## src/rtl/mem_load_unit.sv

```systemverilog
// MEM-stage load unit: one aligned word read per load, byte/word alignment and extension, pipeline stall.
// Optional response watchdog enabled by defining LOAD_TIMEOUT_EN (cycle limit set by TIMEOUT).
module mem_load_unit #(
    parameter int TIMEOUT = 16
) (
    input  logic        clk,
    input  logic        rst,
    input  logic        ld_req,
    input  logic [15:0] ld_addr,
    input  logic        ld_byte,
    input  logic        ld_signed,
    input  logic [2:0]  ld_rd,
    input  logic        flush,
    output logic        mem_rd_en,
    output logic [15:0] mem_addr,
    input  logic        mem_rd_valid,
    input  logic [15:0] mem_rd_data,
    output logic        stall_o,
    output logic        wb_valid,
    output logic [15:0] wb_data,
    output logic [2:0]  wb_rd,
    output logic        err_o
);

    typedef enum logic [1:0] {
        IDLE  = 2'd0,
        WAIT  = 2'd1,
        DONE  = 2'd2,
        DRAIN = 2'd3
    } state_t;

    state_t      state;
    state_t      state_nxt;
    logic        cap_lsb;
    logic        cap_byte;
    logic        cap_signed;
    logic [2:0]  cap_rd;
    logic        capture;
    logic        accept;
    logic        timeout_acc;
    logic        timeout_hit;
    logic [7:0]  byte_sel;
    logic [15:0] load_result;

    if (TIMEOUT < 1) begin : g_timeout_check
        $error("mem_load_unit: TIMEOUT must be at least 1");
    end

    // A flush that coincides with the response wins: the data is dropped rather than written back.
    always_comb begin
        state_nxt   = state;
        capture     = 1'b0;
        accept      = 1'b0;
        timeout_acc = 1'b0;
        case (state)
            IDLE: begin
                if (ld_req && !flush) begin
                    capture   = 1'b1;
                    state_nxt = WAIT;
                end
            end
            WAIT: begin
                if (mem_rd_valid) begin
                    if (flush) begin
                        state_nxt = IDLE;
                    end else begin
                        accept    = 1'b1;
                        state_nxt = DONE;
                    end
                end else if (flush) begin
                    state_nxt = DRAIN;
                end else if (timeout_hit) begin
                    timeout_acc = 1'b1;
                    state_nxt   = DONE;
                end
            end
            DONE: begin
                state_nxt = IDLE;
            end
            DRAIN: begin
                if (mem_rd_valid || timeout_hit) begin
                    state_nxt = IDLE;
                end
            end
            default: begin
                state_nxt = IDLE;
            end
        endcase
    end

    assign stall_o  = !rst && (((state == IDLE) && ld_req && !flush) ||
                               (state == WAIT) ||
                               ((state == DRAIN) && ld_req));
    assign wb_valid = !rst && (state == DONE) && !flush;

    always_comb begin
        byte_sel = cap_lsb ? mem_rd_data[15:8] : mem_rd_data[7:0];
        if (cap_byte) begin
            load_result = {{8{cap_signed & byte_sel[7]}}, byte_sel};
        end else begin
            load_result = mem_rd_data;
        end
    end

    // The read strobe is simply the capture delayed by one cycle, so it marks the first WAIT cycle only.
    always_ff @(posedge clk) begin
        if (rst) begin
            state      <= IDLE;
            mem_rd_en  <= 1'b0;
            mem_addr   <= 16'h0000;
            wb_data    <= 16'h0000;
            wb_rd      <= 3'd0;
            cap_lsb    <= 1'b0;
            cap_byte   <= 1'b0;
            cap_signed <= 1'b0;
            cap_rd     <= 3'd0;
        end else begin
            state     <= state_nxt;
            mem_rd_en <= capture;
            if (capture) begin
                mem_addr   <= {ld_addr[15:1], 1'b0};
                cap_lsb    <= ld_addr[0];
                cap_byte   <= ld_byte;
                cap_signed <= ld_signed;
                cap_rd     <= ld_rd;
            end
            if (accept) begin
                wb_data <= load_result;
                wb_rd   <= cap_rd;
            end else if (timeout_acc) begin
                wb_data <= 16'h0000;
                wb_rd   <= cap_rd;
            end
        end
    end

`ifdef LOAD_TIMEOUT_EN
    localparam int CNT_W = $clog2(TIMEOUT + 1);

    logic [CNT_W-1:0] wait_cnt;
    logic             err_q;
    logic             waiting;

    assign waiting     = (state == WAIT) || (state == DRAIN);
    assign timeout_hit = waiting && !mem_rd_valid && (wait_cnt == CNT_W'(TIMEOUT - 1));
    assign err_o       = err_q;

    // The count restarts whenever WAIT or DRAIN is freshly entered, including WAIT -> DRAIN on flush.
    always_ff @(posedge clk) begin
        if (rst) begin
            wait_cnt <= '0;
            err_q    <= 1'b0;
        end else begin
            err_q <= timeout_acc;
            if ((state_nxt == WAIT || state_nxt == DRAIN) && (state_nxt != state)) begin
                wait_cnt <= '0;
            end else if (waiting && !mem_rd_valid) begin
                wait_cnt <= wait_cnt + 1'b1;
            end
        end
    end
`else
    assign timeout_hit = 1'b0;
    assign err_o       = 1'b0;
`endif

endmodule

```

## config.mk

```make
export PLATFORM = sky130hd
export DESIGN_NAME = mem_load_unit
export DESIGN_NICKNAME = d
export VERILOG_FILES = /design/src/rtl/mem_load_unit.sv
export SDC_FILE = /design/constraint.sdc
export NUM_CORES = 1
export LEC_CHECK = 0
export BUFFER_PORTS_ARGS = -buffer_cell sky130_fd_sc_hd__buf_2
export CAP_MARGIN = 30
export CORE_ASPECT_RATIO = 2
export CORE_MARGIN = 5
export CORE_UTILIZATION = 49
export DETAILED_ROUTE_END_ITERATION = 10
export MAX_ROUTING_LAYER = met4
export PLACE_DENSITY_LB_ADDON = 0.25
export RECOVER_POWER = 25
export SLEW_MARGIN = 20
export SYNTH_ARGS = -nofsm -noshare
export SYNTH_HDL_FRONTEND = slang
export SYNTH_SLANG_ARGS = --single-unit
```

## constraint.sdc

```tcl
create_clock -name clk -period 4.15 [get_ports clk]
set_input_delay 0.2075 -clock clk [delete_from_list [all_inputs] [get_ports clk]]
set_output_delay 0.2075 -clock clk [all_outputs]
set_load 0.02 [all_outputs]
```

Word-level counts from Yosys, hierarchy flattened --
Cells that the tools add are included.
Storage, ports and cells: word-level logic and storage cells 44, memory bits (read-only) 0, bits in writable memories 0, register bits 43, bits in latches 0, input bits 42, output and inout bits 39, memories 0
Operators by class: muxes and demuxes 15, add/sub/neg operators 0, equality and inequality tests 6, $lt $le $gt $ge 0, shift operators 0, reductions and logical operators 13, bitwise operators 1, $mul 0, divide/modulo/power cells 0
Operators by type and width (count):
- $mux W16 | 2
- $mux W2 | 5
- $mux W8 | 1
- $pmux W2 S4 | 1
- $logic_and A1 B1 Y1 | 7
- $mux W1 | 5
- $eq A2 B2 Y1 const B | 2
- $ne A2 B2 Y1 const B | 2
- $mux W3 | 1
- $ne A3 B3 Y1 const B | 1
- $reduce_and A3 Y1 | 1
- $eq A2 B1 Y1 const B | 1
- $logic_not A1 Y1 | 2
- $logic_not A2 Y1 | 1
- $logic_or A1 B1 Y1 | 2
- $and A1 B1 Y1 | 1

Depth between registers and ports, before layout --
Gate-level depths: netlist (run 1).
depth after elaboration 6, mapped depth 5

Worst setup path before layout (run 1) --
OpenSTA, ideal clock, no wires.
path kind register to register, from reg state[0], to reg cap_lsb, cell stages (with the launch flop) 6, buffers on the path 2, path slack 2793 ps, arrival 1223 ps, data required time 4016 ps, clock period less this slack 1357 ps, path through dfxtp_1 -> or4b_1 -> buf_2 -> buf_6 -> nand2_1 -> a21oi_1
On the way: word-level cells in the longest chain between the ends 2
RTL lines:
- start, declared | line 32 | state_t state;
- start signal, assigned | line 118 | state <= state_nxt;
- $logic_not A2 Y1 | line 55 | case (state)
- $mux W1 | line 55
- end signal, assigned | line 122 | cap_lsb <= ld_addr[0];
- end, declared | line 34 | logic cap_lsb;
Every way passes these cells. A chain may end at the register's enable or synchronous reset.

Worst setup path after layout (run 1) --
from reg state[0], to reg wb_rd[0]
On the way: word-level cells in the longest chain between the ends 2
RTL lines:
- $eq A2 B1 Y1 | line 55
- $mux W1 | line 55
- end signal, assigned | line 129 | wb_rd <= cap_rd;
- end signal, assigned | line 132 | wb_rd <= cap_rd;
- end, declared | line 21 | output logic [2:0] wb_rd,
Every way passes these cells.

==> impl_metrics.yaml, run 1 <==
status:
  status: "completed"
worst_setup_path:
  end_kind: "flip-flop"
  crit_type: "reg2reg"
  cp.required_ns: 4.31
  reg2reg_from: "state[0]$_SDFFE_PP0P_"
  critPathArrivalTime_ns: 1.88
  crit_path_start_kind: "flip-flop"
  crit_path_max_fanout: 35
  crit_start: "state[0]$_SDFFE_PP0P_"
synthesis:
  syn_inst: 205
  synth_cell_types: 24
  synth_area_leaders: "dfxtp_1, nand2_1, a311oi_1, a21oi_1, nor2_1"
  synth_top_area_share_pct: 49.6
  async_reset_ff_share_pct: 0
  synth.avg_cell_area_sq_um: 8.46
  synth_area_leader_cell: "dfxtp_1"
  yosys_warnings: 0
  synth_ff_type: "dfxtp_1"
  synth-seq-area-share_pct: 49.6
  synth_edf_count: 0
  synth_area_sq_um: 1730
  synth_seq_cells: 43
routing:
  detail_route.wl_per_cell_microns: 12.7
  finalWirelength_microns: 4100
  dr_total_vias: 1603
  first_pass_iters: 4
  drc_errors: 0
  viasPerCell: 4.98
  detail-route-antenna-nets: 0
  drtIter0Drc: 25
timing:
  tns_ns: 0
  fmax_mhz: 579
  finalClockSkew_ns: 0.00473
  worst_slack_ns: 2.42
  slew_viol_final: 0
  min_period_ns: 1.73
  rsz0062_at_grt: "false"
  fin_crit_sh_pct: 41.6
  slew_headroom_pct: 47.2
  timing.hold.ws_ns: 0.147
  tightest_slew_ns: 0.792
  setup_violations: 0
  finalHoldViolCount: 0
power:
  p_leak_nw: 0.891
  p_int_uw: 646
  ir_drop_mv: 0.352
  clkPwrFrac_pct: 37.3
  p_seq_share_pct: 51.3
  power.density_nw_per_um2: 392
  p_sw_share_pct: 24.5
  switchingPower_uw: 210
  pwr-share-comb_pct: 11.4
cts:
  clock-sinks: 43
  cts_buffer_depth: 2
  cts_root_buffer: "clkbuf_8"
  postCtsSetupBuffers: 0
  post_cts_resized: 0
  clk_latency_ns: 0.29
  clk_pin_slew_ns: 0.08
  htree_levels: 2
  cts_tree: "built"
  ctsHoldBuffers: 0
  cts_buffers: 5
min_path:
  hp-class: "in2reg"
  hp-start: "ld_rd[0]"
floorplan:
  die_y_microns: 94.1
  coreArea_sq_um: 3420
  start_util_pct: 50.8
  ioPinCount: 81
  die_x_microns: 52.1
  die-area_sq_um: 4900
  rows: 30
finish:
  final_common_cell: "buf_2"
  fin_nets: 315
  n_antenna_cell: 0
  nFillCells: 327
  final_cell_mix: "buf_2, nand2_1, dfxtp_1"
  layout-drive-gt1-share_pct: 26.3
  area_growth_pct: 25.7
  post-route-util_pct: 63.8
placement:
  numPortBuffers: 78
  place_ws_ns: 2.43
  gp_congestion: 0.738
global_route:
  grt_max_degree: 46
  grt_pass1_vias: 1453
  grt_first_pass_wirelength_microns: 6460
  gr-total-overflow: 0
  antenna_found_initial: 0
  grt_usage_pct: 17.8
job:
  maxCapViolCount: 0
-- final timing paths --
check                                           endpoint  slack, ns  depth (start not counted)
worst max-delay path               wb_rd[0]$_SDFFE_PP0P_       2.42                          3
worst min register to register  mem_addr[7]$_SDFFE_PP0P_       0.45                          2
worst max register to register     wb_rd[0]$_SDFFE_PP0P_       2.42                          3
worst min-delay path              cap_rd[0]$_SDFFE_PP0P_       0.15                          3
-- cells in the mapped netlist, drive strengths merged, types with 2 or more instances --
cell,n
clkbuf,8
a21oi,23
nand2b,9
dfxtp,43
nor4b,2
a311oi,16
mux2i,3
nand2,52
buf,11
nand3,9
nor2,20
-- sequential cells by signal, indices dropped and copies added (netlist names) --
signal / flops
state: 2
mem_addr: 15
cap_signed: 1
cap_lsb: 1
wb_rd: 3
cap_byte: 1
mem_rd_en: 1
cap_rd: 3
wb_data: 16
-- power by group through the flow --
| stage | Clock (mW) | Sequential [mW] | Combinational, mW |
|---|---|---|---|
| floorplan | 0 | 0.459 | 0.0515 |
| detailed placement | 0 | 0.448 | 0.0986 |
| global placement | 0 | 0.448 | 0.0978 |
| finish | 0.319 | 0.439 | 0.0975 |
| CTS | 0.331 | 0.439 | 0.0988 |
| global route | 0.352 | 0.441 | 0.108 |
-- layout make-up --
| cell class | instances | area (sq um) | area share [%] |
|---|---|---|---|
| repair buffers | 79 | 378 | 17.3 |
| well taps | 48 | 60.1 | 2.76 |
| flip-flops and latches | 43 | 861 | 39.5 |
| multi-input cells | 144 | 768 | 35.2 |
| clock inverters | 3 | 43.8 | 2.01 |
| clock buffers | 5 | 68.8 | 3.16 |
-- through the flow --
step                      cells  instance area [sq um]  total power, mW
after CTS                   321                   2190            0.868
after global placement      313                   2080            0.546
final                       322                   2180            0.855
after global routing        322                   2180            0.901
after detailed placement    313                   2080            0.547
after floorplan             206                   1740            0.510
-- kinds of logic after synthesis --
logic type / synth area share [%]
and+or+nand+nor: 25.3
DFF: 49.6
AOI/OAI and AO/OA: 15.7
buffers and inverters: 6.78
muxes: 2.38
other: 0.216
-- layer usage --
metal  GRT usage (%)  share of wire [%]  vias to the layer above
li1                -                  -                      829
met1            19.2                 41                      711
met2            29.3                 50                       56
met3            5.72                7.2                        7
met4            7.22                1.8                        0
met5               -                  0                        -
-- critical path, cell delays in order (launching register included) --
cell and delay (ns):
dfxtp_1 0.49, and4bb_2 0.77, mux2i_1 0.28, nor2_1 0.05
Power figures use the tool's default switching activity.
==> inputs of run 2 (changes only) <==
ABC_AREA = 1   (was default)
CORE_UTILIZATION = 42   (was 49)
clock period = 1.5 ns   (was 4.15 ns; I/O delays follow)
==> run 2 against run 1 <==
Against the previous run:
- combinational power grew to 4.0 times the previous value
- clock power grew 130%
- setup slack lost 2.3 ns
- utilization shrank 9.4 points
- hold slack lost 0.12 ns
- first-iteration DRC count grew 110%
- final cell count grew 28%
- critical endpoint is now stall_o
- largest power group unchanged
==> impl_metrics.yaml, run 2 <==
global_route:
  grt_pass1_vias: 1742
  gr-total-overflow: 0
  grt_first_pass_wirelength_microns: 7410
  grt_max_degree: 37
  grt_usage_pct: 15.9
  antenna_found_initial: 0
floorplan:
  die-area_sq_um: 5930
  coreArea_sq_um: 4340
  ioPinCount: 81
  start_util_pct: 42.8
  die_x_microns: 57
  rows: 34
  die_y_microns: 104
finish:
  largest_register_ffs: 16
  regMostFlops: "wb_data"
  layout-drive-gt1-share_pct: 21.8
  n_antenna_cell: 0
  final_common_cell: "nor2_1"
  top_regs: "wb_data: 16 flops, mem_addr: 15 flops"
  fin_nets: 398
  area_growth_pct: 27.2
  final_cell_mix: "nor2_1, buf_2, nand2_1"
synthesis:
  synth_cell_types: 20
  synth-seq-area-share_pct: 46.4
  async_reset_ff_share_pct: 0
  synth_top_area_share_pct: 46.4
  netlist_top_cells_count: "nor2_1, nand2_1, dfxtp_1"
  synth_seq_cells: 43
  synth_ff_type: "dfxtp_1"
  synth_area_leader_cell: "dfxtp_1"
  syn_inst: 277
  yosys.cell_count.top_type: "nor2_1"
  synth_area_leaders: "dfxtp_1, nor2_1, nand2_1, o21ai_0, inv_1"
  synth_area_sq_um: 1860
  yosys_warnings: 0
  synth_edf_count: 0
  synth.avg_cell_area_sq_um: 6.70
cts:
  clock-sinks: 43
  cts_buffer_depth: 2
  clk_pin_slew_ns: 0.09
  cts_buffers: 5
  cts_tree: "built"
  cts_root_buffer: "clkbuf_8"
  clk_latency_ns: 0.29
  htree_levels: 2
worst_setup_path:
  critPathArrivalTime_ns: 1.26
  worst_r2r_path_depth: 6
  crit_path_start_kind: "flip-flop"
  crit_path_max_fanout: 4
  reg2reg_from: "state[1]$_SDFFE_PP0P_"
  cp.required_ns: 1.42
  crit_type: "reg2out"
  end_kind: "primary output"
  reg2reg_slack_ns: 0.19
  rr_endpoint: "mem_addr[13]$_SDFFE_PP0P_"
routing:
  detail-route-antenna-nets: 0
  viasPerCell: 4.47
  detail_route.wl_per_cell_microns: 10.8
  first_pass_iters: 4
  drc_errors: 0
  dr_total_vias: 1837
  finalWirelength_microns: 4460
  drtIter0Drc: 53
power:
  p_leak_nw: 1.23
  p_int_mw: 1.68
  power.density_nw_per_um2: 1000
  pwr-share-comb_pct: 16.5
  ir_drop_mv: 0.810
  p_sw_share_pct: 29.0
  p_seq_share_pct: 52.6
  clkPwrFrac_pct: 30.9
  switchingPower_uw: 684
timing:
  min_period_ns: 1.33
  fmax_mhz: 750
  rsz0062_at_grt: "false"
  tns_ns: 0
  slew_viol_final: 0
  worst_slack_ns: 0.167
  finalClockSkew_ns: 0.00495
  finalHoldViolCount: 0
  setup_violations: 0
  fin_crit_sh_pct: 88.8
min_path:
  hp-start: "ld_addr[12]"
  hp-class: "in2reg"
  min_to: "mem_addr[12]$_SDFFE_PP0P_"
  hold_depth: 3
job:
  maxCapViolCount: 0
placement:
  numPortBuffers: 78
  gp_congestion: 0.790
  hpwl_microns: 3450
  place_ws_ns: 0.157
status:
  status: "completed"
run 2: cell types whose count changed after synthesis, sizes merged, moves of 3 or more:
cell	delta
a21oi	-12
a311oi	-16
buf	-3
inv	+33
mux2i	-3
nand2	-5
nand2b	-9
nand3	-4
nor2	+67
o21ai	+31
run 2: cell type report:
cell class | count | area [sq um]
well taps | 54 | 67.6
multi-input cells | 187 | 791
clock buffers | 5 | 68.8
repair buffers | 86 | 428
flip-flops and latches | 43 | 861
inverters | 33 | 124
clock inverters | 3 | 20.0
fillers | 493 | 1980
run 2: cells by family (layout without fill, tap and decap cells):
| family | Yosys count | in the layout | share of synthesized area, % |
|---|---|---|---|
| compound gates | 44 | 44 | 12.0 |
| buf+inv | 48 | 127 | 11.2 |
| flops | 43 | 43 | 46.4 |
| other cells | 1 | 2 | 0.202 |
| simple gates | 141 | 141 | 30.2 |
run 2: repair_timing:
| action | in CTS | in global routing |
|---|---|---|
| hold buffers | 1 | 0 |
| setup endpoints to repair | 1 | 0 |
| setup buffers | 3 | 0 |
| resized for setup | 0 | 0 |
| endpoints found under the hold margin | 2 | 0 |
run 2: stage by stage:
stage / power [mW] / utilization, % / area [sq um] / hold slack (ns) / cells
final: 2.36 / 54.4 / 2360 / 0.0246 / 411
after global routing: 2.50 / 54.4 / 2360 / 0.0345 / 411
after CTS: 2.41 / 55.0 / 2380 / 0.0129 / 411
after detailed placement: 1.66 / 52.2 / 2260 / 0.302 / 399
after global placement: 1.66 / 52.2 / 2260 / 0.309 / 399
after floorplan: 1.52 / - / 1860 / 0.144 / 278
run 2: worst max-delay path by stage:
stage | from | end | slack (ns) | cells after the start
6_report | state[1]$_SDFFE_PP0P_ | stall_o | 0.17 | 4
5_1_grt | state[1]$_SDFFE_PP0P_ | mem_addr[4]$_SDFFE_PP0P_ | 0.02 | 6
4_1_cts | state[1]$_SDFFE_PP0P_ | stall_o | 0.15 | 4
3_5_place_dp | state[1]$_SDFFE_PP0P_ | mem_addr[13]$_SDFFE_PP0P_ | 0.16 | 5
3_3_place_gp | state[1]$_SDFFE_PP0P_ | mem_addr[8]$_SDFFE_PP0P_ | 0.22 | 5
2_1_floorplan | state[1]$_SDFFE_PP0P_ | stall_o | 0.28 | 4
run 2: power by group through the flow:
stage | clock, mW | combinational (mW) | sequential (mW)
after floorplan | 0 | 0.201 | 1.32
after global placement | 0 | 0.387 | 1.27
after detailed placement | 0 | 0.392 | 1.27
after CTS | 0.758 | 0.404 | 1.24
after global routing | 0.801 | 0.445 | 1.25
final | 0.729 | 0.391 | 1.24
run 2: layer usage:
| layer | vias up | GRT usage (%) | part of all wire [%] |
|---|---|---|---|
| li1 | 996 | - | - |
| met1 | 777 | 14.6 | 37 |
| met2 | 58 | 30.4 | 54 |
| met4 | 0 | 5.97 | 1.8 |
| met5 | - | - | 0 |
| met3 | 6 | 3.60 | 6.9 |
run 2: critical path: stages, from the launching register on:
cell and delay [ns]:
dfxtp_1 0.36, nor2_1 0.18, nand3_2 0.11, a21oi_1 0.14
buf_2 0.18
==> inputs of run 3 (changes only) <==
HOLD_SLACK_MARGIN = 0.05   (was default)
==> run 3 against run 2 <==
Against the previous run:
- utilization up 4.9 points
- sequential power about the same
- cell area grew 9.0%
- clock skew up 0.0027 ns
- hold slack gained 0.085 ns
- register-to-register slack got worse by 0.02 ns
- critical path depth unchanged
- die area unchanged
==> impl_metrics.yaml, run 3 (synthesis results as in run 2) <==
routing:
  finalWirelength_microns: 4830
  detail_route.wl_per_cell_microns: 11.2
  drc_errors: 0
  first_pass_iters: 4
  viasPerCell: 4.53
  drtIter0Drc: 53
  detail-route-antenna-nets: 0
  dr_total_vias: 1956
power:
  switchingPower_uw: 697
  p_leak_nw: 1.32
  pwr-share-comb_pct: 18.2
  p_sw_share_pct: 28.9
  power.density_nw_per_um2: 938
  ir_drop_mv: 0.829
  clkPwrFrac_pct: 30.2
  p_seq_share_pct: 51.6
  p_int_mw: 1.72
min_path:
  hp-start: "mem_rd_valid"
  hp-class: "in2reg"
global_route:
  grt_first_pass_wirelength_microns: 8100
  grt_max_degree: 37
  grt_usage_pct: 17.3
  grt_pass1_vias: 1867
  gr-total-overflow: 0
  antenna_found_initial: 0
timing:
  rsz0062_at_grt: "false"
  finalHoldViolCount: 0
  fin_crit_sh_pct: 89.5
  finalClockSkew_ns: 0.00764
  timing.hold.ws_ns: 0.109
  setup_violations: 0
  min_period_ns: 1.34
  tns_ns: 0
  fmax_mhz: 745
  slew_viol_final: 0
cts:
  clk_latency_ns: 0.29
  cts_tree: "built"
  cts_buffer_depth: 2
  post_cts_resized: 0
  cts_buffers: 5
  htree_levels: 2
  clk_pin_slew_ns: 0.08
  clock-sinks: 43
  cts_root_buffer: "clkbuf_8"
placement:
  numPortBuffers: 78
  hpwl_microns: 3450
  gp_congestion: 0.790
  placed_area_sq_um: 2260
floorplan:
  coreArea_sq_um: 4340
  die_y_microns: 104
  rows: 34
  die-area_sq_um: 5930
  start_util_pct: 42.8
  ioPinCount: 81
  die_x_microns: 57
worst_setup_path:
  crit_path_max_fanout: 4
  slowest_stage: "dfxtp_1"
  reg2reg_slack_ns: 0.17
  crit_type: "reg2out"
  crit_start: "state[1]$_SDFFE_PP0P_"
  cp.required_ns: 1.42
  critPathArrivalTime_ns: 1.27
  max_stage_delay_ns: 0.37
  crit_chain: "nor2_1 > nand3_2 > a21oi_1 > buf_2"
  reg2reg_from: "state[1]$_SDFFE_PP0P_"
  crit_path_start_kind: "flip-flop"
  end_kind: "primary output"
finish:
  post-route-util_pct: 59.3
  final_common_cell: "nor2_1"
  regMostFlops: "wb_data"
  top_regs: "wb_data: 16 flops, mem_addr: 15 flops"
  area_growth_pct: 38.6
  largest_register_ffs: 16
  layout-drive-gt1-share_pct: 20.9
  fin_nets: 419
  n_antenna_cell: 0
  finalInstanceArea_sq_um: 2570
  final_cell_mix: "nor2_1, buf_2, nand2_1"
status:
  status: "completed"
job:
  maxCapViolCount: 0
-- run 3: cell count changes in the layout (fill, tap and decap cells not counted), sizes merged --
cell / before / now
clkbuf: 25 / 24
dlygate4sd3: 1 / 22
buf: 65 / 66
-- run 3: stage by stage --
step                      power [mW]  cells  setup slack (ns)
final                           2.41    432             0.158
after global routing            2.55    432           0.00750
after CTS                       2.45    432             0.145
after floorplan                 1.52    278             0.275
after global placement          1.66    399             0.218
after detailed placement        1.66    399             0.157
-- run 3: final timing paths --
check,endpoint,cells after the start
max,stall_o,4
min,state[0]$_SDFFE_PP0P_,4
max reg2reg,mem_addr[12]$_SDFFE_PP0P_,6
min reg2reg,cap_rd[0]$_SDFFE_PP0P_,2
-- run 3: power groups by stage --
stage	registers, mW	logic (mW)	clock network (mW)
after floorplan	1.32	0.201	0
after global routing	1.25	0.494	0.800
after CTS	1.24	0.445	0.758
final	1.24	0.439	0.729
after detailed placement	1.27	0.392	0
after global placement	1.27	0.387	0
-- run 3: worst max-delay path: cells and delay by family (launching register included) --
| kind | cells | cell delay [ns] |
|---|---|---|
| buf+inv | 1 | 0.18 |
| flops | 1 | 0.37 |
| simple gates | 2 | 0.29 |
| compound gates | 1 | 0.14 |
-- run 3: timing repair --
action	CTS	global route
hold buffers	22	0
setup buffers	3	0
setup endpoints to repair	1	0
endpoints found under the hold margin	23	0
-- run 3: layout make-up --
| cell class | instances | area, sq um |
|---|---|---|
| timing repair buffer | 107 | 639 |
| tap | 54 | 67.6 |
| inverter | 33 | 124 |
| multi-input combinational | 187 | 791 |
| fill | 453 | 1770 |
| clock inverter | 3 | 20.0 |
| sequential | 43 | 861 |
| clock buffer | 5 | 68.8 |
-- run 3: layer usage --
layer | track usage, % | share of wire, % | vias to the layer above | wire length (microns)
met2 | 32.2 | 54 | 70 | 2610
met3 | 3.73 | 7.0 | 6 | 337
met4 | 5.97 | 1.7 | 0 | 80
li1 | - | - | 1037 | -
met5 | - | 0 | - | 0
met1 | 17.0 | 37 | 843 | 1790
